[src/rtl/s3g_rx_multi_if.sv]
// Byte-input / committed-buffer bundle between the UART receiver, the S3G
// packet receiver and the executor.
interface s3g_rx_multi_if #(
    parameter int MAX_PAYLOAD = 32,
    parameter int LEN_W       = 8
);
    logic [7:0]               rx_data;
    logic                     rx_done;
    logic                     buf_ack;
    logic                     packet_done;
    logic                     packet_error;
    logic [1:0]               error_code;
    logic                     overrun;
    logic [LEN_W-1:0]         payload_len;
    logic                     buffer_valid;
    logic [8*MAX_PAYLOAD-1:0] buf_flat;

    modport master (
        output rx_data, rx_done, buf_ack,
        input  packet_done, packet_error, error_code, overrun,
        input  payload_len, buffer_valid, buf_flat
    );

    modport slave (
        input  rx_data, rx_done, buf_ack,
        output packet_done, packet_error, error_code, overrun,
        output payload_len, buffer_valid, buf_flat
    );
endinterface

[src/rtl/s3g_rx_multi.sv]
// S3G packet receiver: frames 0xD5, length, payload, CRC8 (Maxim, reflected)
// and publishes the last good payload on a flat, acknowledged buffer.
module s3g_rx_multi #(
    parameter int MAX_PAYLOAD    = 32,
    parameter int TIMEOUT_CYCLES = 65535,
    parameter int LEN_W          = 8
) (
    input  logic          clk,
    input  logic          rst,
    s3g_rx_multi_if.slave bus
);
    localparam int               TMO_W    = (TIMEOUT_CYCLES > 1) ? $clog2(TIMEOUT_CYCLES + 1) : 1;
    localparam logic [TMO_W-1:0] TMO_LAST = TMO_W'(TIMEOUT_CYCLES - 1);
    localparam logic [8:0]       MAX_LEN  = 9'(MAX_PAYLOAD);
    localparam logic [7:0]       SYNC     = 8'hD5;

    typedef enum logic [1:0] {S_IDLE, S_LEN, S_PAYLOAD, S_CRC} state_t;

    function automatic logic [7:0] crc8_step(input logic [7:0] crc, input logic [7:0] data);
        logic [7:0] c;
        c = crc ^ data;
        for (int k = 0; k < 8; k++) begin
            c = c[0] ? ((c >> 1) ^ 8'h8C) : (c >> 1);
        end
        return c;
    endfunction

    state_t                   r_state;
    logic [7:0]               r_len;
    logic [7:0]               r_idx;
    logic [7:0]               r_crc;
    logic [TMO_W-1:0]         r_tmo;
    logic [7:0]               r_working [MAX_PAYLOAD];
    logic [8*MAX_PAYLOAD-1:0] r_buf_flat;
    logic [LEN_W-1:0]         r_payload_len;
    logic                     r_buffer_valid;
    logic                     r_packet_done;
    logic                     r_packet_error;
    logic                     r_overrun;
    logic [1:0]               r_error_code;

    state_t                   w_state_nxt;
    logic [7:0]               w_len_nxt;
    logic [7:0]               w_idx_nxt;
    logic [7:0]               w_crc_nxt;
    logic [TMO_W-1:0]         w_tmo_nxt;
    logic                     w_wr_en;
    logic                     w_commit;
    logic                     w_abort;
    logic [1:0]               w_abort_code;
    logic [8*MAX_PAYLOAD-1:0] w_commit_buf;

    always_comb begin
        w_state_nxt  = r_state;
        w_len_nxt    = r_len;
        w_idx_nxt    = r_idx;
        w_crc_nxt    = r_crc;
        w_tmo_nxt    = r_tmo;
        w_wr_en      = 1'b0;
        w_commit     = 1'b0;
        w_abort      = 1'b0;
        w_abort_code = 2'd0;

        if (bus.rx_done) begin
            // An accepted byte always restarts the inter-byte timer, even on the expiry cycle.
            w_tmo_nxt = '0;
            unique case (r_state)
                S_IDLE: begin
                    if (bus.rx_data == SYNC) w_state_nxt = S_LEN;
                end
                S_LEN: begin
                    w_len_nxt = bus.rx_data;
                    w_crc_nxt = 8'h00;
                    w_idx_nxt = 8'd0;
                    if ({1'b0, bus.rx_data} > MAX_LEN) begin
                        w_abort      = 1'b1;
                        w_abort_code = 2'd2;
                        w_state_nxt  = S_IDLE;
                    end else if (bus.rx_data == 8'd0) begin
                        w_state_nxt = S_CRC;
                    end else begin
                        w_state_nxt = S_PAYLOAD;
                    end
                end
                S_PAYLOAD: begin
                    w_wr_en   = 1'b1;
                    w_crc_nxt = crc8_step(r_crc, bus.rx_data);
                    w_idx_nxt = r_idx + 8'd1;
                    if (r_idx == r_len - 8'd1) w_state_nxt = S_CRC;
                end
                S_CRC: begin
                    w_state_nxt = S_IDLE;
                    if (bus.rx_data == r_crc) begin
                        w_commit = 1'b1;
                    end else begin
                        w_abort      = 1'b1;
                        w_abort_code = 2'd1;
                    end
                end
                default: w_state_nxt = S_IDLE;
            endcase
        end else if (r_state == S_IDLE) begin
            w_tmo_nxt = '0;
        end else if (TIMEOUT_CYCLES != 0) begin
            if (r_tmo == TMO_LAST) begin
                w_abort      = 1'b1;
                w_abort_code = 2'd3;
                w_state_nxt  = S_IDLE;
                w_tmo_nxt    = '0;
            end else begin
                w_tmo_nxt = r_tmo + 1'b1;
            end
        end
    end

    // Bytes past the committed length are zeroed so stale data never leaks to the executor.
    always_comb begin
        w_commit_buf = '0;
        for (int i = 0; i < MAX_PAYLOAD; i++) begin
            if (8'(i) < r_len) w_commit_buf[8*i +: 8] = r_working[i];
        end
    end

    always_ff @(posedge clk or negedge rst) begin
        if (!rst) begin
            r_state <= S_IDLE;
            r_len   <= '0;
            r_idx   <= '0;
            r_crc   <= '0;
            r_tmo   <= '0;
            for (int i = 0; i < MAX_PAYLOAD; i++) r_working[i] <= '0;
        end else begin
            r_state <= w_state_nxt;
            r_len   <= w_len_nxt;
            r_idx   <= w_idx_nxt;
            r_crc   <= w_crc_nxt;
            r_tmo   <= w_tmo_nxt;
            for (int i = 0; i < MAX_PAYLOAD; i++) begin
                if (w_wr_en && r_idx == 8'(i)) r_working[i] <= bus.rx_data;
            end
        end
    end

    always_ff @(posedge clk or negedge rst) begin
        if (!rst) begin
            r_buf_flat     <= '0;
            r_payload_len  <= '0;
            r_buffer_valid <= 1'b0;
            r_packet_done  <= 1'b0;
            r_packet_error <= 1'b0;
            r_overrun      <= 1'b0;
            r_error_code   <= 2'd0;
        end else begin
            r_packet_done  <= w_commit;
            r_packet_error <= w_abort;
            r_overrun      <= w_commit && r_buffer_valid && !bus.buf_ack;
            if (w_commit) begin
                r_buf_flat    <= w_commit_buf;
                r_payload_len <= LEN_W'(r_len);
                r_error_code  <= 2'd0;
            end else if (w_abort) begin
                r_error_code  <= w_abort_code;
            end
            // A commit landing with an acknowledge keeps the buffer valid.
            if (w_commit)         r_buffer_valid <= 1'b1;
            else if (bus.buf_ack) r_buffer_valid <= 1'b0;
        end
    end

    assign bus.packet_done  = r_packet_done;
    assign bus.packet_error = r_packet_error;
    assign bus.overrun      = r_overrun;
    assign bus.error_code   = r_error_code;
    assign bus.payload_len  = r_payload_len;
    assign bus.buffer_valid = r_buffer_valid;
    assign bus.buf_flat     = r_buf_flat;
endmodule

[src/flat_wrapper.sv]
// flat-port wrapper written by rule: the top's interface ports become plain ports
module s3g_rx_multi_flat 
#(
    parameter int MAX_PAYLOAD    = 32,
    parameter int TIMEOUT_CYCLES = 65535,
    parameter int LEN_W          = 8
)
  (clk, rst, bus_rx_data, bus_rx_done, bus_buf_ack, bus_packet_done, bus_packet_error, bus_error_code, bus_overrun, bus_payload_len, bus_buffer_valid, bus_buf_flat);
  s3g_rx_multi_if #(.MAX_PAYLOAD(MAX_PAYLOAD), .LEN_W(LEN_W)) bus_i ();
  input  logic clk;
  input  logic rst;
  input wire logic [$bits(bus_i.rx_data)-1:0] bus_rx_data;
  input wire logic [$bits(bus_i.rx_done)-1:0] bus_rx_done;
  input wire logic [$bits(bus_i.buf_ack)-1:0] bus_buf_ack;
  output wire logic [$bits(bus_i.packet_done)-1:0] bus_packet_done;
  output wire logic [$bits(bus_i.packet_error)-1:0] bus_packet_error;
  output wire logic [$bits(bus_i.error_code)-1:0] bus_error_code;
  output wire logic [$bits(bus_i.overrun)-1:0] bus_overrun;
  output wire logic [$bits(bus_i.payload_len)-1:0] bus_payload_len;
  output wire logic [$bits(bus_i.buffer_valid)-1:0] bus_buffer_valid;
  output wire logic [$bits(bus_i.buf_flat)-1:0] bus_buf_flat;
  assign bus_i.rx_data = bus_rx_data;
  assign bus_i.rx_done = bus_rx_done;
  assign bus_i.buf_ack = bus_buf_ack;
  assign bus_packet_done = bus_i.packet_done;
  assign bus_packet_error = bus_i.packet_error;
  assign bus_error_code = bus_i.error_code;
  assign bus_overrun = bus_i.overrun;
  assign bus_payload_len = bus_i.payload_len;
  assign bus_buffer_valid = bus_i.buffer_valid;
  assign bus_buf_flat = bus_i.buf_flat;
  s3g_rx_multi #(.MAX_PAYLOAD(MAX_PAYLOAD), .TIMEOUT_CYCLES(TIMEOUT_CYCLES), .LEN_W(LEN_W)) u_core (.clk(clk), .rst(rst), .bus(bus_i));
endmodule
[config.mk]
export PLATFORM = sky130hd
export DESIGN_NAME = s3g_rx_multi_flat
export DESIGN_NICKNAME = d
export VERILOG_FILES = /design/src/rtl/s3g_rx_multi_if.sv /design/src/rtl/s3g_rx_multi.sv /design/src/flat_wrapper.sv
export SDC_FILE = /design/constraint.sdc
export NUM_CORES = 1
export LEC_CHECK = 0
export BUFFER_PORTS_ARGS = -buffer_cell sky130_fd_sc_hd__buf_2
export CAP_MARGIN = 5
export CORE_MARGIN = 4
export CORE_UTILIZATION = 52
export DETAILED_ROUTE_END_ITERATION = 10
export MAX_ROUTING_LAYER = met4
export PLACE_DENSITY_LB_ADDON = 0.15
export SKIP_CTS_REPAIR_TIMING = 1
export SLEW_MARGIN = 15
export SYNTH_ARGS = -nofsm -noshare
export SYNTH_HDL_FRONTEND = slang
export SYNTH_SLANG_ARGS = --single-unit
[constraint.sdc]
create_clock -name clk -period 2.3 [get_ports clk]
set_input_delay 0.115 -clock clk [delete_from_list [all_inputs] [get_ports clk]]
set_output_delay 0.115 -clock clk [all_outputs]
set_load 0.02 [all_outputs]
# Word level (Yosys, flattened, before mapping)
# Index checks and enable logic that the tools add are counted.
[word_totals]
reg_bits = 568
wordCells = 249
output_inout_bits = 270
inputBits = 12
[op_classes]
reduce_logical = 45
addsub = 3
n_lt_le_gt_ge = 33
bitwise = 9
eq_ne = 41
mux = 74
[op_table]
columns = ["operator", "n"]
rows = [
  ["2-to-1 mux 8 bit", 40],
  ["== test 8 x 5 -> 1 bit, second input constant", 16],
  ["< comparator 5 x 8 -> 1 bit, first input constant", 16],
  ["== test 8 x 4 -> 1 bit, second input constant", 8],
  ["< comparator 4 x 8 -> 1 bit, first input constant", 8],
  ["2-to-1 mux 16 bit", 3],
  ["logical AND 1 bit", 34],
  ["== test 8 x 3 -> 1 bit, second input constant", 4],
  ["< comparator 3 x 8 -> 1 bit, first input constant", 4],
  ["one-hot mux 8 bit (2 select lines)", 2],
  ["2-to-1 mux 2 bit", 12],
  ["inverter 2 -> 3 bit", 8],
  ["adder 16 x 1 -> 16 bit, second input constant", 1],
  ["== test 16 bit, second input constant", 1],
  ["== test 8 x 2 -> 1 bit, second input constant", 2],
  ["== test 8 bit", 2],
  ["zero test 8 bit", 2],
  ["< comparator 1 x 8 -> 1 bit, first input constant", 2],
  ["< comparator 2 x 8 -> 1 bit, first input constant", 2],
  ["2-to-1 mux 1 bit", 14],
  ["adder 8 x 1 -> 8 bit, second input constant", 1],
  ["== test 8 x 1 -> 1 bit, second input constant", 1],
  ["== test 8 bit, second input constant", 1],
  ["greater-than comparator 8 x 6 -> 1 bit, second input constant", 1],
  ["other kinds (15)", 20],
]

# Logic depth before layout (Yosys ltp)
[depth]
ltp_word = 18
depth_mapped = 11

# Worst setup path before layout
# No wires, ideal clock.
[synth_path]
kind = "reg-to-reg"
from = "register u_core.r_state[0]"
to = "register u_core.r_working[100] (netlist bit)"
t_arrival_ns = 2.318
period_less_slack_ns = 2.443
setup_slack_ns = -0.143
required_time_ns = 2.175
setup_time_ns = 0.125
n_path_buf = 1
stages_incl_launch_ff = 10
path_cell_list = "dfrtp_1 -> inv_1 -> ha_1 -> buf_2 -> nand2_1 -> or4_4 -> nor2_2 -> nand2_1 -> nor3_4 -> mux2_2"
[synth_between]
elab_chain_len = 4
[synth_lines]
columns = ["item", "line_no", "rtl"]
rows = [
  ["start: declaration", "s3g_rx_multi.sv:28", "state_t r_state;"],
  ["start signal: assignment", "s3g_rx_multi.sv:133", "r_state <= w_state_nxt;"],
  ["== test 2 bit", "s3g_rx_multi.sv:67", "unique case (r_state)"],
  ["2-to-1 mux 1 bit", "s3g_rx_multi.sv:67", ""],
  ["2-to-1 mux 1 bit", "s3g_rx_multi.sv:64", "if (bus.rx_done) begin"],
  ["logical AND 1 bit", "s3g_rx_multi.sv:139", "if (w_wr_en && r_idx == 8'(i)) r_working[i] <= bus.rx_data;"],
  ["end signal: indexed assignment", "s3g_rx_multi.sv:139", ""],
  ["end: declaration", "s3g_rx_multi.sv:33", "logic [7:0] r_working [MAX_PAYLOAD];"],
]
# Every way passes these cells.
# A chain may end at the register's enable or synchronous reset.

# Worst setup path in the final report
[layout_path]
from = "register u_core.r_state[0]"
to = "register u_core.r_working[78] (netlist bit)"
# The elaborated chain is that of the path after synthesis.

==> flow_metrics.tcl <==
set metrics [dict create \
    async_reset_ff_share_pct 100 \
    drive_above_1_share_pct 32.8 \
    synth_cells 2032 \
    power_density_nw_per_um2 785 \
    area_growth_pct 22.4 \
    overflow 0 \
    finalSetupViolations 0 \
    hold_viol 0 \
    rsz0062_at_grt "yes" \
    antenna_found_initial 0 \
    clock_sinks 568 \
    fin_hold_ws_ns 0.0488 \
    fp-row-count 76 \
    wl_per_cell_microns 20.8 \
    synthDistinctLibCells 54 \
    arrival_ns 2.75 \
    ys_top_cells_by_area "dfrtp_1, mux2_2, nand2_1" \
    num_io_pins 282 \
    critPathKind "flip-flop to flip-flop" \
    crit_chain "inv_2, ha_4, nand2_4, or4_4, nor2_4, nand2_2, nor2_2, buf_12, mux2_2" \
    ys_seq_area_share_pct 61.7 \
    peakVddDrop_mv 0.609 \
    initialDrtViolationCount 1218 \
    fin_setup_tns_ns 0 \
    hpwl_mm 41.5 \
    skew_ns 0.0232 \
    clockRootBuffer "clkbuf_16" \
    yosysTopAreaCellShare_pct 61.7 \
    clock_path_buffers 3 \
    ys_ff_latch 568 \
    synth-xor-area-share_pct 1.67 \
    synth_common_cells "dfrtp_1, nand2_1, nand3_1" \
    synth-simple-area-share_pct 17.8 \
    diodes 0 \
    routed_wl_mm 62.3 \
    synth_top_family_by_area "simple AND/OR/NAND/NOR gates" \
    die_h_microns 219 \
    max_stage_delay_ns 0.44 \
    switching_share_pct 25.7 \
    coreArea_sq_um 43500 \
    p_switching_w 0.00569 \
    start_kind "flip-flop" \
    synth_fa_ha_area_share_pct 0.760 \
    utilization_pct 64.9 \
    ant_nets 0 \
    maxCapViolations 0 \
    synth-edff-count 0 \
    fin_crit_ns 2.28 \
    grt_pass1_wl_mm 95.5 \
    status "finished, final reports clean" \
    cp_top_family "simple AND/OR/NAND/NOR gates" \
    synth_mux_area_share_pct 13.0 \
    syn_area_per_cell_sq_um 11.3 \
    max_freq_ghz 0.439 \
    p_int_w 0.0165 \
    htreeDepth 2 \
    syn_nets 2058 \
    critPathRequiredTime_ns 2.78 \
    die_area_sq_um 47700 \
    p_leak_nw 15.5 \
    max-slew-margin-rel_pct 22.3 \
    tightest_slew_ns 1.16 \
    syn_area_sq_um 23000 \
    vias 16595 \
    clock_latency_ns 0.61 \
    grt_pass1_vias 16806 \
    finalCritPeriodShare_pct 99.0 \
    initial_core_util_pct 53.0 \
    via_per_inst 5.53 \
    cp_max_fo 8 \
    cts_buffers 55 \
    drc 0 \
    power.share.sequential_pct 46.5 \
    synth-compound-area-share_pct 2.47 \
    portBuffers 281 \
    critPathSlowestCell "or4_4" \
    grt_start_max_net_pins 103 \
    fillerInstances 3434 \
    globalplace.congestion 0.887 \
    nets 2402 \
    pwr-share-clk_pct 42.0 \
    yosys.area.top_type "dfrtp_1" \
    comb_power_share_pct 11.5 \
    clk_pin_slew_worst_paths_ns 0.06 \
    cp-end-kind "flip-flop" \
    synth_most_common_cell "dfrtp_1" \
    synth_warnings 0 \
    hold_path_class "input port to flip-flop" \
    critPathBufInv 2 \
    drv_slew 0 \
    die_w_microns 219 \
    cts_tree "yes" \
    first_pass_iters 5 \
    ys.flop_type "dfrtp_1" \
    track_usage_pct 26.3 \
    total_power_w 0.0222 \
]
worst register-to-register path: stages (launching register included):
cell     delay (ns)
dfrtp_1        0.39
inv_2          0.09
ha_4           0.15
nand2_4        0.05
or4_4          0.44
nor2_4         0.18
nand2_2        0.16
nor2_2         0.23
buf_12         0.16
mux2_2         0.34
per-layer routing:
layer / GRT usage [%] / wire length [microns]
met5: - / 0
met4: 9.37 / 2040
met3: 3.88 / 3310
met2: 40.9 / 30000
met1: 35.7 / 27000
sequential cells by signal, summed over array words and instances (netlist names), 2 cells and up:
signal	flops
u_core.bus.buf_flat	256
u_core.bus.error_code	2
u_core.bus.payload_len	8
u_core.r_crc	8
u_core.r_idx	8
u_core.r_len	8
u_core.r_state	2
u_core.r_tmo	16
u_core.r_working	256
through the flow:
step | cells | setup WS [ns] | instance area (sq um)
finish | 3002 | 0.0221 | 28200
global placement | 2888 | -0.0332 | 25900
floorplan | 2032 | -0.109 | 23100
CTS | 2986 | -0.0592 | 27800
global route | 3002 | -0.0507 | 28200
detailed placement | 2888 | -0.0464 | 25900
cells in the final DEF (no fill, tap or decap), types with 7 or more instances in the layout:
cell type,count
mux2_4,10
xnor2_1,19
xor2_1,21
clkbuf_16,60
a22o_1,24
dfrtp_1,568
o21ai_1,13
nor2_1,34
a21oi_1,7
nor2_2,11
buf_12,23
clkinv_2,10
buf_2,280
nand4_1,9
clkbuf_8,11
dlygate4sd3_1,7
bufinv_16,7
nand2_1,538
inv_1,11
mux2_1,10
nand3_4,9
ha_1,13
buf_6,8
nand3_1,261
o21ai_0,19
buf_4,77
clkbuf_1,11
mux2_2,246
path summary, 6_finish.rpt:
check / slack [ns] / end / depth (start not counted) / startpoint
max: 0.02 / u_core.r_working[78] / 9 / u_core.r_state[0]
min: 0.05 / u_core.r_state[1] / 4 / bus_rx_done
max reg2reg: 0.02 / u_core.r_working[78] / 9 / u_core.r_state[0]
min reg2reg: 0.46 / u_core.bus.buf_flat[165] / 2 / u_core.bus.buf_flat[165]
max in group asynchronous: 0.61 / u_core.r_working[178] / 4 / rst
min in group asynchronous: 0.51 / u_core.r_working[182] / 3 / rst
cell families after synthesis:
logic type,after synthesis
AOI/OAI and AO/OA,84
xor gates and xnor gates,44
DFF,568
buffers and inverters,133
and+or+nand+nor,922
adders and majority gates,14
muxes,267
cell type report:
class	instances	area, sq um	share of cell area [%]
multi-input combinational	1331	8450	30.0
timing repair buffer	407	2890	10.3
inverter	13	61.3	0.217
tap	585	732	2.59
clock buffer	77	1570	5.56
clock inverter	21	294	1.04
sequential	568	14200	50.4
power by group through the flow:
stage                     registers, W  clock network (W)  logic (W)
after floorplan                 0.0105                  0    0.00129
after global placement          0.0105                  0    0.00245
after detailed placement        0.0105                  0    0.00249
after CTS                       0.0103            0.00946    0.00250
after global routing            0.0103            0.00989    0.00279
final                           0.0103            0.00930    0.00255
(Power assumes the default switching activity.)
